### config.mk
export PLATFORM = sky130hd
export DESIGN_NAME = gray_position_decoder_flat
export DESIGN_NICKNAME = d
export VERILOG_FILES = /design/src/rtl/gray_pkg.sv /design/src/rtl/gray_position_decoder_if.sv /design/src/rtl/gray_sync.sv /design/src/rtl/gray_position_decoder.sv /design/src/flat_wrapper.sv
export SDC_FILE = /design/constraint.sdc
export NUM_CORES = 1
export LEC_CHECK = 0
export ABC_AREA = 1
export BUFFER_PORTS_ARGS = -buffer_cell sky130_fd_sc_hd__buf_2
export CAP_MARGIN = 5
export CORE_MARGIN = 1
export CORE_UTILIZATION = 25
export DETAILED_ROUTE_END_ITERATION = 7
export GPL_TIMING_DRIVEN = 0
export PLACE_DENSITY = 0.48
export SLEW_MARGIN = 20
export SYNTH_ARGS = -nofsm -noshare
export SYNTH_HDL_FRONTEND = slang
export SYNTH_HIERARCHICAL = 1
export SYNTH_SLANG_ARGS = --single-unit
### constraint.sdc
create_clock -name clk -period 10.8 [get_ports clk]
set_clock_uncertainty 0.2 [all_clocks]
set_input_delay 2.16 -clock clk [delete_from_list [all_inputs] [get_ports clk]]
set_output_delay 2.16 -clock clk [all_outputs]
set_load 0.01 [all_outputs]
### src/rtl/gray_pkg.sv
// Shared definitions for gray-code consumers.
//   state_t   : decoder tracking states (S_INIT, S_TRACK, S_FAULT)
//   gray2bin  : gray-to-binary conversion for any width up to GRAY_MAX_W.
//               Callers zero-extend the gray word to GRAY_MAX_W and take the
//               low WIDTH bits of the result. The prefix XOR is unaffected by
//               the zero padding, so one function serves every WIDTH.
package gray_pkg;

  typedef enum logic [1:0] {
    S_INIT  = 2'd0,
    S_TRACK = 2'd1,
    S_FAULT = 2'd2
  } state_t;

  localparam int GRAY_MAX_W = 32;

  function automatic logic [GRAY_MAX_W-1:0] gray2bin(input logic [GRAY_MAX_W-1:0] g);
    logic [GRAY_MAX_W-1:0] b;
    b[GRAY_MAX_W-1] = g[GRAY_MAX_W-1];
    for (int i = GRAY_MAX_W - 2; i >= 0; i--) begin
      b[i] = b[i+1] ^ g[i];
    end
    return b;
  endfunction

endpackage

### src/rtl/gray_position_decoder_if.sv
// Bus bundle between a gray-coded position source/consumer and the decoder.
//   master : drives gray_in, cnt_clr, err_clr; observes decoded results
//   slave  : the decoder itself
// Signals: gray_in, cnt_clr, err_clr, bin_out, bin_valid, step_pulse,
//          dir_up, pos_count (signed), err_pulse, err_sticky.
interface gray_position_decoder_if #(
  parameter int WIDTH   = 4,
  parameter int COUNT_W = 16
);
  logic        [WIDTH-1:0]   gray_in;
  logic                      cnt_clr;
  logic                      err_clr;
  logic        [WIDTH-1:0]   bin_out;
  logic                      bin_valid;
  logic                      step_pulse;
  logic                      dir_up;
  logic signed [COUNT_W-1:0] pos_count;
  logic                      err_pulse;
  logic                      err_sticky;

  modport master (
    output gray_in, cnt_clr, err_clr,
    input  bin_out, bin_valid, step_pulse, dir_up, pos_count, err_pulse, err_sticky
  );

  modport slave (
    input  gray_in, cnt_clr, err_clr,
    output bin_out, bin_valid, step_pulse, dir_up, pos_count, err_pulse, err_sticky
  );
endinterface

### src/rtl/gray_sync.sv
// N-stage multi-bit synchroniser chain, all flops reset to 0.
// Ports: clk, rst_n (async active-low), d (asynchronous input word),
//        q (output of the last stage).
module gray_sync #(
  parameter int WIDTH  = 4,
  parameter int STAGES = 2
) (
  input  logic             clk,
  input  logic             rst_n,
  input  logic [WIDTH-1:0] d,
  output logic [WIDTH-1:0] q
);

  logic [WIDTH-1:0] chain [STAGES];

  always_ff @(posedge clk or negedge rst_n) begin
    if (!rst_n) begin
      for (int i = 0; i < STAGES; i++) chain[i] <= '0;
    end else begin
      chain[0] <= d;
      for (int i = 1; i < STAGES; i++) chain[i] <= chain[i-1];
    end
  end

  assign q = chain[STAGES-1];

endmodule

### src/rtl/gray_position_decoder.sv
// Gray-coded position decoder: synchronises gray_in, decodes it to binary,
// classifies each change as up step, down step or illegal jump, and keeps a
// signed wrapping step counter.
// Ports: clk, rst_n (async active-low), bus (gray_position_decoder_if.slave:
//        gray_in, cnt_clr, err_clr in; bin_out, bin_valid, step_pulse,
//        dir_up, pos_count, err_pulse, err_sticky out).
// Optional build macro GRAY_DEC_GLITCH_FILTER_EN: a synchronised sample is
// only used once it has been identical on two consecutive cycles.
module gray_position_decoder
  import gray_pkg::*;
#(
  parameter int WIDTH       = 4,
  parameter int SYNC_STAGES = 2,
  parameter int COUNT_W     = 16
) (
  input  logic                   clk,
  input  logic                   rst_n,
  gray_position_decoder_if.slave bus
);

`ifdef GRAY_DEC_GLITCH_FILTER_EN
  localparam int FILL = SYNC_STAGES + 1;
`else
  localparam int FILL = SYNC_STAGES;
`endif
  localparam int FILL_W = $clog2(FILL + 1);

  logic        [WIDTH-1:0]   gray_p0;
  logic                      sample_ok;
  logic        [FILL_W-1:0]  fill_cnt;
  logic                      fill_done;
  logic                      accept;
  logic        [WIDTH-1:0]   bin_new;
  state_t                    state_q, state_d;
  logic                      step_up, step_dn, jump;
  logic        [WIDTH-1:0]   bin_p2;
  logic                      vld_p2, step_p2, dir_p2, err_p2, sticky_p2;
  logic signed [COUNT_W-1:0] pos_p2;

  // Stage p0: synchroniser
  gray_sync #(.WIDTH(WIDTH), .STAGES(SYNC_STAGES)) u_sync (
    .clk   (clk),
    .rst_n (rst_n),
    .d     (bus.gray_in),
    .q     (gray_p0)
  );

  // Stage p1: optional stability filter
`ifdef GRAY_DEC_GLITCH_FILTER_EN
  logic [WIDTH-1:0] hold_p1;

  always_ff @(posedge clk or negedge rst_n) begin
    if (!rst_n) hold_p1 <= '0;
    else        hold_p1 <= gray_p0;
  end

  assign sample_ok = (gray_p0 == hold_p1);
`else
  assign sample_ok = 1'b1;
`endif

  // The chain holds reset zeros until it has been refilled from gray_in;
  // decoding those would fake a jump from 0 to the real position.
  always_ff @(posedge clk or negedge rst_n) begin
    if (!rst_n)          fill_cnt <= '0;
    else if (!fill_done) fill_cnt <= fill_cnt + FILL_W'(1);
  end

  assign fill_done = (fill_cnt == FILL_W'(FILL));
  assign accept    = fill_done && sample_ok;
  assign bin_new   = WIDTH'(gray2bin(GRAY_MAX_W'(gray_p0)));

  // Stage p2: classification and output registers
  always_ff @(posedge clk or negedge rst_n) begin
    if (!rst_n) state_q <= S_INIT;
    else        state_q <= state_d;
  end

  always_comb begin
    state_d = state_q;
    step_up = 1'b0;
    step_dn = 1'b0;
    jump    = 1'b0;
    case (state_q)
      S_INIT: begin
        if (accept) state_d = S_TRACK;
      end
      S_TRACK: begin
        if (accept) begin
          if (bin_new == bin_p2 + WIDTH'(1)) begin
            step_up = 1'b1;
          end else if (bin_new == bin_p2 - WIDTH'(1)) begin
            step_dn = 1'b1;
          end else if (bin_new != bin_p2) begin
            jump    = 1'b1;
            state_d = S_FAULT;
          end
        end
      end
      S_FAULT: begin
        if (bus.err_clr) state_d = S_INIT;
      end
      default: state_d = S_INIT;
    endcase
  end

  always_ff @(posedge clk or negedge rst_n) begin
    if (!rst_n) begin
      bin_p2    <= '0;
      vld_p2    <= 1'b0;
      step_p2   <= 1'b0;
      dir_p2    <= 1'b1;
      err_p2    <= 1'b0;
      sticky_p2 <= 1'b0;
      pos_p2    <= '0;
    end else begin
      // bin_p2 doubles as the previous sample; it follows the input in every
      // state once the synchroniser is filled.
      if (accept) bin_p2 <= bin_new;
      vld_p2  <= (state_d != S_INIT);
      step_p2 <= step_up | step_dn;
      if (step_up)      dir_p2 <= 1'b1;
      else if (step_dn) dir_p2 <= 1'b0;
      err_p2 <= jump;
      if (jump)             sticky_p2 <= 1'b1;
      else if (bus.err_clr) sticky_p2 <= 1'b0;
      if (bus.cnt_clr)  pos_p2 <= '0;
      else if (step_up) pos_p2 <= pos_p2 + COUNT_W'(1);
      else if (step_dn) pos_p2 <= pos_p2 - COUNT_W'(1);
    end
  end

  assign bus.bin_out    = bin_p2;
  assign bus.bin_valid  = vld_p2;
  assign bus.step_pulse = step_p2;
  assign bus.dir_up     = dir_p2;
  assign bus.pos_count  = pos_p2;
  assign bus.err_pulse  = err_p2;
  assign bus.err_sticky = sticky_p2;

endmodule

### src/flat_wrapper.sv
// flat-port wrapper written by rule: the top's interface ports become plain ports
module gray_position_decoder_flat import gray_pkg::*;
#(
  parameter int WIDTH       = 4,
  parameter int SYNC_STAGES = 2,
  parameter int COUNT_W     = 16
)
  (clk, rst_n, bus_gray_in, bus_cnt_clr, bus_err_clr, bus_bin_out, bus_bin_valid, bus_step_pulse, bus_dir_up, bus_pos_count, bus_err_pulse, bus_err_sticky);
  gray_position_decoder_if #(.WIDTH(WIDTH), .COUNT_W(COUNT_W)) bus_i ();
  input  logic clk;
  input  logic rst_n;
  input wire logic [$bits(bus_i.gray_in)-1:0] bus_gray_in;
  input wire logic [$bits(bus_i.cnt_clr)-1:0] bus_cnt_clr;
  input wire logic [$bits(bus_i.err_clr)-1:0] bus_err_clr;
  output wire logic [$bits(bus_i.bin_out)-1:0] bus_bin_out;
  output wire logic [$bits(bus_i.bin_valid)-1:0] bus_bin_valid;
  output wire logic [$bits(bus_i.step_pulse)-1:0] bus_step_pulse;
  output wire logic [$bits(bus_i.dir_up)-1:0] bus_dir_up;
  output wire logic [$bits(bus_i.pos_count)-1:0] bus_pos_count;
  output wire logic [$bits(bus_i.err_pulse)-1:0] bus_err_pulse;
  output wire logic [$bits(bus_i.err_sticky)-1:0] bus_err_sticky;
  assign bus_i.gray_in = bus_gray_in;
  assign bus_i.cnt_clr = bus_cnt_clr;
  assign bus_i.err_clr = bus_err_clr;
  assign bus_bin_out = bus_i.bin_out;
  assign bus_bin_valid = bus_i.bin_valid;
  assign bus_step_pulse = bus_i.step_pulse;
  assign bus_dir_up = bus_i.dir_up;
  assign bus_pos_count = bus_i.pos_count;
  assign bus_err_pulse = bus_i.err_pulse;
  assign bus_err_sticky = bus_i.err_sticky;
  gray_position_decoder #(.WIDTH(WIDTH), .SYNC_STAGES(SYNC_STAGES), .COUNT_W(COUNT_W)) u_core (.clk(clk), .rst_n(rst_n), .bus(bus_i));
endmodule
==> flow_metrics.py <==
metrics = {
    "logic_synthesis": {
        "yosysWarnings": 6,
        "ys_seq_elements": 37,
        "ys_types": 33,
        "syn_area_um2": 2390,
        "ys_seq_area_share_pct": 38.8,
        "syn_area_per_cell_um2": 8.05,
        "syn_inst": 297,
        "syn_nets": 325,
    },
    "flow_run": {
        "maxCapViolations": 0,
    },
    "sta": {
        "slew_headroom_pct": 42.2,
        "rsz0062_at_grt": "no",
        "fmax_mhz": 235,
        "setup_violations": 0,
        "setup_tns_ns": 0,
        "hold_violations": 0,
        "worstMarginPinSlew_ns": 0.866,
        "finalCritPeriodShare_pct": 39.4,
        "report.final.slew_viol_count": 0,
        "period_needed_ns": 4.25,
    },
    "drt": {
        "remaining_drc_errors": 0,
        "dr.pass1.iters": 4,
        "wl_per_cell_um": 11.7,
        "via_count": 1967,
        "final_antenna_net_count": 0,
        "viasPerCell": 4.22,
        "drt_iter0_drc": 63,
        "drt_wl_total_um": 5480,
    },
    "global_routing": {
        "grt_usage_pct": 12.0,
        "grt_first_pass_wirelength_um": 9410,
        "grt.overflow.total": 0,
        "grt_pass1_vias": 1989,
        "grt_max_degree": 38,
        "antenna_found_initial": 0,
    },
    "clocking": {
        "cts_tree": "yes",
        "clock_latency_ns": 0.29,
        "cts_setup_buffers": 0,
        "path_clk_slew_ns": 0.08,
        "cts-root-buf": "clkbuf_8",
        "clkSinkCount": 37,
        "htreeDepth": 2,
        "postCtsResizedCells": 0,
        "cts_buffer_depth": 2,
        "cts_inserted_buffers": 5,
        "holdBufCountCts": 0,
    },
    "setup_path": {
        "end_kind": "flip-flop",
        "path_class": "flip-flop to flip-flop",
        "critPathMaxFanout": 19,
        "worstPathArrival_ns": 4.28,
        "cp.required_ns": 10.83,
        "cp-start-kind": "flip-flop",
    },
    "die": {
        "ios": 33,
        "die_area_um2": 9960,
        "fp.dieW_um": 99.8,
        "dieHeight_um": 99.8,
        "num_rows": 35,
        "start_util_pct": 25.9,
        "coreArea_um2": 9240,
    },
    "finish": {
        "antenna_cells": 0,
        "fillers": 1011,
        "fin_nets": 364,
        "drive_gt1_share_pct": 18.4,
        "fin_area_um2": 2820,
        "syn_to_final_growth_pct": 17.9,
        "final_core_util_pct": 30.5,
    },
    "pwr": {
        "power_frac_clock_pct": 21.0,
        "p_comb_share_pct": 47.5,
        "vdd.ir_drop.worst_uv": 102,
        "p_sw_share_pct": 40.9,
        "intPower_uw": 335,
        "p_leak_nw": 1.55,
        "seq_power_share_pct": 31.5,
        "powerDensity_nw_per_um2": 201,
        "p_switching_uw": 232,
    },
    "placement": {
        "post_dp_cell_area_um2": 2710,
        "io_buffers": 32,
        "place.gp.congestion": 0.799,
        "hpwl_um": 4010,
    },
    "worst_hold_path": {
        "hp-class": "flip-flop to flip-flop",
    },
    "outcome": {
        "status": "completed",
    },
}
cell type report:
class	count	area, µm²	share of cell area, %
multi-input combinational	221	1280	45.5
sequential	37	927	32.9
tap	129	161	5.72
timing repair buffer	32	160	5.68
inverter	31	119	4.21
clock buffer	6	72.6	2.57
buffer	8	61.3	2.17
clock inverter	2	35.0	1.24
power groups by stage:
stage	Clock, mW	Combinational, mW	Sequential (mW)
final	0.119	0.270	0.179
after global routing	0.133	0.307	0.182
after CTS	0.128	0.269	0.179
after detailed placement	0	0.268	0.182
after global placement	0	0.264	0.182
after floorplan	0	0.195	0.187
registers in the layout (all words and copies together), names as in the netlist:
register and cells:
u_core/u_sync/q 4, u_core/state_q 2, u_core/bus.err_sticky 1, u_core/bus.bin_out 4, u_core/u_sync/chain 4, u_core/bus.err_pulse 1
u_core/bus.bin_valid 1, u_core/bus.dir_up 1, u_core/bus.pos_count 16, u_core/bus.step_pulse 1, u_core/fill_cnt 2
per-stage QoR:
stage / hold slack [ns] / setup slack (ns) / total power, mW / std cells
3_5_place_dp: 0.136 / 6.51 / 0.450 / 458
3_3_place_gp: 0.135 / 6.59 / 0.446 / 458
5_1_grt: 0.163 / 6.14 / 0.622 / 466
2_1_floorplan: 0.131 / 7.36 / 0.382 / 297
6_report: 0.151 / 6.55 / 0.568 / 466
4_1_cts: 0.156 / 6.49 / 0.576 / 466
Yosys cell counts:
cell type | number | area share [%]
nand2_1 | 87 | 14
dfrtp_1 | 36 | 38
inv_1 | 29 | 4.6
ha_1 | 19 | 9.9
nor2_1 | 18 | 2.8
a21oi_1 | 16 | 3.3
nand3_1 | 15 | 3.1
o21ai_0 | 13 | 2.7
xnor2_1 | 11 | 4.0
xor2_1 | 8 | 2.9
nand3_2 | 5 | 2.1
buf_4 | 4 | 1.3
nand2_2 | 4 | 1.0
o21ai_1 | 4 | 0.84
a21boi_0 | 2 | 0.63
a21o_1 | 2 | 0.63
buf_6 | 2 | 0.94
nand2_4 | 2 | 0.94
nand3b_1 | 2 | 0.63
nand4_1 | 2 | 0.52
nor3_1 | 2 | 0.42
o21a_1 | 2 | 0.63
o31ai_1 | 2 | 0.63
a31oi_1 | 1 | 0.26
buf_2 | 1 | 0.21
clkbuf_1 | 1 | 0.16
dfstp_2 | 1 | 1.1
fa_1 | 1 | 0.84
inv_2 | 1 | 0.16
inv_4 | 1 | 0.26
nor2_2 | 1 | 0.26
nor2_4 | 1 | 0.47
o21bai_1 | 1 | 0.31
cell families (layout without fill, tap and decap cells):
| logic type | Yosys count | in the layout | share of synthesized area [%] |
|---|---|---|---|
| buffers and inverters | 39 | 79 | 7.53 |
| AO/OA/AOI/OAI | 43 | 43 | 9.99 |
| XOR/XNOR | 19 | 19 | 6.96 |
| adder cells (fa/ha/maj) | 20 | 20 | 10.8 |
| AND/OR/NAND/NOR | 139 | 139 | 26.0 |
| flip-flops | 37 | 37 | 38.8 |
worst paths after layout:
path | endpoint | slack, ns | from | depth (start not counted)
worst min register to register | u_core/u_sync/q[0]$_DFF_PN0_ | 0.15 | u_core/u_sync/chain[4]$_DFF_PN0_ | 0
worst max-delay path | u_core/bus.pos_count[9]$_DFFE_PN0P_ | 6.55 | u_core/fill_cnt[0]$_DFFE_PN0N_ | 15
max in group asynchronous | u_core/bus.pos_count[7]$_DFFE_PN0P_ | 8.07 | rst_n | 1
min in group asynchronous | u_core/u_sync/q[3]$_DFF_PN0_ | 1.78 | rst_n | 1
worst max register to register | u_core/bus.pos_count[9]$_DFFE_PN0P_ | 6.55 | u_core/fill_cnt[0]$_DFFE_PN0N_ | 15
worst min-delay path | u_core/u_sync/q[0]$_DFF_PN0_ | 0.15 | u_core/u_sync/chain[4]$_DFF_PN0_ | 0
critical path, stage by stage (launching register included):
cell and delay, ns:
dfrtp_1 0.39, inv_1 0.06, ha_1 0.13, clkbuf_1 0.28
nand2_1 0.12, nor2_1 0.28, nand3_1 0.70, ha_1 0.63
a21oi_1 0.15, nand2_1 0.12, a21boi_0 0.38, o21ai_0 0.26
a21oi_1 0.23, xnor2_1 0.13, nand2_1 0.06, nand2_1 0.05
per-layer routing:
metal	GRT usage, %	part of all wire [%]	vias up
li1	-	-	1029
met1	15.9	51	900
met2	19.8	45	33
met3	2.37	3.8	5
met4	3.05	0.66	0
met5	0	0	-
placed cells by master (no fill, tap or decap), types with 8 or more instances in the layout:
cell type,count
o21ai_0,13
nor2_1,18
ha_1,19
xor2_1,8
xnor2_1,11
a21oi_1,16
dfrtp_1,36
inv_1,29
nand2_1,87
nand3_1,15
buf_2,33
No activity file was read; power rests on OpenSTA's default activity.
